<file path="config.mk">
export PLATFORM = sky130hd
export DESIGN_NAME = fir_sample_fetch_flat
export DESIGN_NICKNAME = d
export VERILOG_FILES = /design/src/rtl/fir_sample_fetch_if.sv /design/src/rtl/fir_sample_fetch.sv /design/src/flat_wrapper.sv
export SDC_FILE = /design/constraint.sdc
export NUM_CORES = 1
export LEC_CHECK = 0
export CORE_MARGIN = 1
export CORE_UTILIZATION = 40
export CTS_CLUSTER_DIAMETER = 50
export DETAILED_ROUTE_END_ITERATION = 6
export SLEW_MARGIN = 20
export SYNTH_ARGS = -nofsm -noshare
export SYNTH_HDL_FRONTEND = slang
export SYNTH_SLANG_ARGS = --single-unit
</file>
<file path="constraint.sdc">
create_clock -name clk_r -period 44.6 [get_ports clk_r]
set_input_delay 8.92 -clock clk_r [delete_from_list [all_inputs] [get_ports clk_r]]
set_output_delay 8.92 -clock clk_r [all_outputs]
set_load 0.005 [all_outputs]
</file>
<file path="src/rtl/fir_sample_fetch_if.sv">
// Bundle of FIFO read-side and MAC tap-stream signals for fir_sample_fetch.
`timescale 1ns/1ps
interface fir_sample_fetch_if #(
  parameter int DATA_W = 16,
  parameter int AW     = 6
);
  logic              fifo_empty;
  logic              fifo_rd_en;
  logic [DATA_W-1:0] fifo_rd_data;
  logic              flush;
  logic              tap_valid;
  logic              tap_ready;
  logic [DATA_W-1:0] tap_data;
  logic [AW-1:0]     tap_idx;
  logic              tap_last;
  logic [15:0]       sample_cnt;

  modport master (
    output fifo_empty, fifo_rd_data, flush, tap_ready,
    input  fifo_rd_en, tap_valid, tap_data, tap_idx, tap_last, sample_cnt
  );

  modport slave (
    input  fifo_empty, fifo_rd_data, flush, tap_ready,
    output fifo_rd_en, tap_valid, tap_data, tap_idx, tap_last, sample_cnt
  );
endinterface

</file>
<file path="src/rtl/fir_sample_fetch.sv">
// Pops one sample at a time from a FIFO into a circular history and streams
// x[n-k] for k = 0..TAPS-1 to a MAC over a valid/ready handshake.
`timescale 1ns/1ps
module fir_sample_fetch #(
  parameter int DATA_W = 16,
  parameter int TAPS   = 64,
  parameter int AW     = 6
) (
  input  logic             clk_r,
  input  logic             rstn,
  fir_sample_fetch_if.slave io_bus
);

  typedef enum logic [1:0] {IDLE, POP, CAPTURE, STREAM} state_t;

  state_t            r_state;
  state_t            w_next;
  logic [1:0]        r_rst_sync;
  logic              w_rst_n;
  logic [DATA_W-1:0] r_hist [TAPS];
  logic [AW-1:0]     r_wr_ptr;
  logic [AW-1:0]     r_tap_idx;
  logic [DATA_W-1:0] r_tap_data;
  logic [15:0]       r_sample_cnt;
  logic              w_hs;
  logic              w_last;
  logic [AW-1:0]     w_rd_ptr;

  // Reset asserts immediately but releases only after two clk_r edges.
  always_ff @(posedge clk_r or negedge rstn) begin
    if (!rstn) r_rst_sync <= 2'b00;
    else       r_rst_sync <= {r_rst_sync[0], 1'b1};
  end
  assign w_rst_n = r_rst_sync[1];

  assign w_last   = (r_tap_idx == AW'(TAPS - 1));
  assign w_hs     = (r_state == STREAM) && io_bus.tap_ready;
  assign w_rd_ptr = r_wr_ptr - r_tap_idx - AW'(1);

  always_ff @(posedge clk_r or negedge w_rst_n) begin
    if (!w_rst_n) r_state <= IDLE;
    else          r_state <= w_next;
  end

  always_comb begin
    w_next = r_state;
    case (r_state)
      IDLE:    if (!io_bus.fifo_empty) w_next = POP;
      POP:     w_next = CAPTURE;
      CAPTURE: w_next = STREAM;
      STREAM:  if (w_hs && w_last) w_next = IDLE;
      default: w_next = IDLE;
    endcase
    if (io_bus.flush) w_next = IDLE;
  end

  // Flush wipes history and stream state, overriding any capture or handshake.
  always_ff @(posedge clk_r or negedge w_rst_n) begin
    if (!w_rst_n) begin
      for (int i = 0; i < TAPS; i++) r_hist[i] <= '0;
      r_wr_ptr     <= '0;
      r_tap_idx    <= '0;
      r_tap_data   <= '0;
      r_sample_cnt <= '0;
    end else if (io_bus.flush) begin
      for (int i = 0; i < TAPS; i++) r_hist[i] <= '0;
      r_wr_ptr     <= '0;
      r_tap_idx    <= '0;
      r_tap_data   <= '0;
      r_sample_cnt <= '0;
    end else begin
      case (r_state)
        CAPTURE: begin
          r_hist[r_wr_ptr] <= io_bus.fifo_rd_data;
          r_tap_data       <= io_bus.fifo_rd_data;
          r_tap_idx        <= '0;
          r_sample_cnt     <= r_sample_cnt + 16'd1;
        end
        STREAM: begin
          if (w_hs) begin
            if (w_last) begin
              r_wr_ptr <= r_wr_ptr + AW'(1);
            end else begin
              r_tap_idx  <= r_tap_idx + AW'(1);
              r_tap_data <= r_hist[w_rd_ptr];
            end
          end
        end
        default: ;
      endcase
    end
  end

  assign io_bus.fifo_rd_en = (r_state == POP);
  assign io_bus.tap_valid  = (r_state == STREAM);
  assign io_bus.tap_data   = r_tap_data;
  assign io_bus.tap_idx    = r_tap_idx;
  assign io_bus.tap_last   = w_last;
  assign io_bus.sample_cnt = r_sample_cnt;

endmodule

</file>
<file path="src/flat_wrapper.sv">
// flat-port wrapper written by rule: the top's interface ports become plain ports
module fir_sample_fetch_flat 
#(
  parameter int DATA_W = 16,
  parameter int TAPS   = 64,
  parameter int AW     = 6
)
  (clk_r, rstn, io_bus_fifo_empty, io_bus_fifo_rd_data, io_bus_flush, io_bus_tap_ready, io_bus_fifo_rd_en, io_bus_tap_valid, io_bus_tap_data, io_bus_tap_idx, io_bus_tap_last, io_bus_sample_cnt);
  fir_sample_fetch_if #(.DATA_W(DATA_W), .AW(AW)) io_bus_i ();
  input  logic clk_r;
  input  logic rstn;
  input wire logic [$bits(io_bus_i.fifo_empty)-1:0] io_bus_fifo_empty;
  input wire logic [$bits(io_bus_i.fifo_rd_data)-1:0] io_bus_fifo_rd_data;
  input wire logic [$bits(io_bus_i.flush)-1:0] io_bus_flush;
  input wire logic [$bits(io_bus_i.tap_ready)-1:0] io_bus_tap_ready;
  output wire logic [$bits(io_bus_i.fifo_rd_en)-1:0] io_bus_fifo_rd_en;
  output wire logic [$bits(io_bus_i.tap_valid)-1:0] io_bus_tap_valid;
  output wire logic [$bits(io_bus_i.tap_data)-1:0] io_bus_tap_data;
  output wire logic [$bits(io_bus_i.tap_idx)-1:0] io_bus_tap_idx;
  output wire logic [$bits(io_bus_i.tap_last)-1:0] io_bus_tap_last;
  output wire logic [$bits(io_bus_i.sample_cnt)-1:0] io_bus_sample_cnt;
  assign io_bus_i.fifo_empty = io_bus_fifo_empty;
  assign io_bus_i.fifo_rd_data = io_bus_fifo_rd_data;
  assign io_bus_i.flush = io_bus_flush;
  assign io_bus_i.tap_ready = io_bus_tap_ready;
  assign io_bus_fifo_rd_en = io_bus_i.fifo_rd_en;
  assign io_bus_tap_valid = io_bus_i.tap_valid;
  assign io_bus_tap_data = io_bus_i.tap_data;
  assign io_bus_tap_idx = io_bus_i.tap_idx;
  assign io_bus_tap_last = io_bus_i.tap_last;
  assign io_bus_sample_cnt = io_bus_i.sample_cnt;
  fir_sample_fetch #(.DATA_W(DATA_W), .TAPS(TAPS), .AW(AW)) u_core (.clk_r(clk_r), .rstn(rstn), .io_bus(io_bus_i));
endmodule
</file>
==> results_dict.tcl <==
set metrics [dict create \
    routed_wl_mm 166 \
    r2r-start "u_core.r_wr_ptr[0]" \
    start_kind "input port" \
    power.total_mw 2.24 \
    yosysWarnings 0 \
    postCtsHoldBufs 0 \
    finalHoldViolCount 0 \
    layout-drive-gt1-share_pct 12.4 \
    numCtsBuffers 130 \
    rows 131 \
    ys_async_sr_fraction_pct 100 \
    syn_inst 5385 \
    min_path_type "flop to asynchronous set/reset pin" \
    reg2reg_slack_ps 38690 \
    slew_headroom_pct 21.4 \
    end_kind "flop" \
    reg2regPathDepth 9 \
    fmax_ghz 0.0831 \
    cp_common_cell "buf_4" \
    overflow 0 \
    cts_tree "done" \
    peakVddDrop_mv 0.0385 \
    worstPathRequired_ps 45190 \
    fin_area_um2 57800 \
    tns_ps 0 \
    drv_cap 0 \
    clockBufferDepth 3 \
    path_cells "buf_8 -> buf_4 -> buf_4 -> buf_4 -> a21oi_1" \
    crit_arrival_ps 12630 \
    cellPowerDensity_nw_per_um2 38.7 \
    grt_max_degree 208 \
    fin_crit_ps 12040 \
    place_hpwl_mm 92.9 \
    yosysTopAreaCellShare_pct 52.0 \
    critPathMaxStageDelay_ps 890 \
    core_area_um2 128000 \
    synth_common_cells "2025 x nand2_1, 1072 x dfrtp_1, 932 x a21oi_1" \
    num_vias 40400 \
    worstReg2RegEnd "u_core.io_bus.tap_data[4]" \
    synth.largest_area_cell "dfrtp_1" \
    min_period_over_period_pct 27.0 \
    remaining_drc_errors 0 \
    ys_seq_elements 1072 \
    critPathKind "input port to flop" \
    ys_types 57 \
    synth.avg_cell_area_um2 9.57 \
    worst-path-buf-inv 4 \
    clk_latency_ps 760 \
    outcome "finished, final reports clean" \
    areaGrowthSynthToFinish_pct 12.1 \
    dpl_cell_area_um2 53300 \
    start_util_pct 40.4 \
    synth_area_leaders "dfrtp_1 52%, nand2_1 15%, mux4_2 13%, a21oi_1 9.0%, clkbuf_1 2.7%" \
    dieWidth_um 361 \
    pin_count 62 \
    fin_nets 5242 \
    dieHeight_um 361 \
    ant_nets 0 \
    leakagePower_nw 23.3 \
    clk_pin_slew_ps 60 \
    synth_area_um2 51600 \
    yosysSeqAreaShare_pct 52.0 \
    cpMaxStageDelayCell "buf_4" \
    rsz0062_at_grt "no" \
    synth_ff_type "dfrtp_1" \
    htree_levels 4 \
    drv_slew 0 \
    finalSetupViolations 0 \
    yosysMostFrequentCell "nand2_1" \
    drt-vias-per-instance 5.79 \
    clock-sinks 1072 \
    gp_congestion 0.859 \
    syn-num-nets 5419 \
    critical_path.top_delay_family "buffers and inverters" \
    avgRoutedWirePerCell_um 23.7 \
    post_cts_resized 0 \
    worstPathMaxFanout 152 \
    cts_setup_buffers 0 \
    worst_pin_slew_ps 1180 \
    die_area_um2 130000 \
    fillers 12000 \
    portBuffers 61 \
    dr.pass1.iters 6 \
    first_global_vias 40200 \
    finalClockSkew_ps 30.4 \
    synth_edf_count 0 \
    grt_pass1_wl_mm 252 \
    cts_root_buf "clkbuf_16" \
    track_usage_pct 25.3 \
    antenna_found_initial 1 \
    detail_route.iter0.violations 4913 \
]
==> cells by family after synthesis <==
logic type	share of synthesized area, %
buffers and inverters	3.84
adder cells (fa/ha/maj)	0.330
other	0.00727
XOR/XNOR	0.456
AND/OR/NAND/NOR	17.7
flip-flops	52.0
multiplexers	15.1
AO/OA/AOI/OAI	10.4
==> sequential cells by signal (all words and copies together) (netlist names) <==
| signal | count |
|---|---|
| u_core.r_hist | 1024 |
| u_core.r_wr_ptr | 6 |
| u_core.r_state | 2 |
| u_core.io_bus.tap_idx | 6 |
| u_core.io_bus.sample_cnt | 16 |
| u_core.r_rst_sync | 2 |
| u_core.io_bus.tap_data | 16 |
==> area by class of cell <==
cell class | instances | area, um^2 | share of cell area [%]
Clock buffer | 172 | 3670 | 6.34
Inverter | 14 | 52.6 | 0.0909
Sequential cell | 1072 | 26800 | 46.4
Timing Repair Buffer | 163 | 1420 | 2.45
Multi-Input combinational cell | 3827 | 22900 | 39.6
Clock inverter | 63 | 875 | 1.51
Antenna cell | 1 | 2.50 | 0.00433
Tap cell | 1662 | 2080 | 3.60
==> routing by layer <==
metal  up-vias  global-route usage (%)  wire length, um  part of all wire, %
met4         0                    12.8             8300                  5.0
met1     20500                    34.3            68200                   41
li1      17800                       -                -                    -
met3       344                    4.89            12900                  7.8
met2      1688                    38.8            76100                   46
met5         -                       0                0                    0
==> power by group <==
| part | switching [mW] | internal [mW] |
|---|---|---|
| registers | 0.00760 | 0.979 |
| clock network | 0.439 | 0.681 |
| logic | 0.0951 | 0.0354 |
==> worst max path at each step <==
stage	from	endpoint	slack (ps)	depth (start not counted)
finish	io_bus_flush	u_core.r_hist[103]	32560	5
detailed placement	io_bus_flush	u_core.r_hist[884]	31940	5
global route	io_bus_flush	u_core.r_hist[1002]	32440	5
floorplan	u_core.r_rst_sync[1]	u_core.io_bus.sample_cnt[0]	12510	0
global placement	io_bus_flush	u_core.r_hist[799]	31980	5
CTS	io_bus_flush	u_core.r_hist[884]	32730	5
==> per-stage QoR <==
| step | cells | hold slack (ps) | worst slack, ps | util [%] |
|---|---|---|---|---|
| after floorplan | 5385 | 331 | 12510 | - |
| after global placement | 6738 | 308 | 31980 | 41.7 |
| after detailed placement | 6738 | 312 | 31940 | 41.7 |
| after CTS | 6973 | 310 | 32730 | 45.3 |
| after global routing | 6974 | 332 | 32440 | 45.3 |
| final | 6974 | 298 | 32560 | 45.3 |
==> cell usage in the layout, fill, tap and decap left out, drive strengths merged, types with 5 or more instances in the layout <==
cell type / instances
a21oi: 933
a32oi: 16
a41oi: 16
and3: 5
buf: 119
bufinv: 17
clkbuf: 172
clkdlybuf4s50: 44
clkinv: 26
clkinvlp: 10
dfrtp: 1072
ha: 12
inv: 24
mux2i: 132
mux4: 288
nand2: 2025
nand3: 15
nand4: 40
nor2: 202
nor3: 8
nor3b: 8
o21a: 16
o21ai: 5
o22ai: 33
or3: 7
xnor2: 10
xor2: 16
Note: power is estimated with default switching activity, not from simulation.
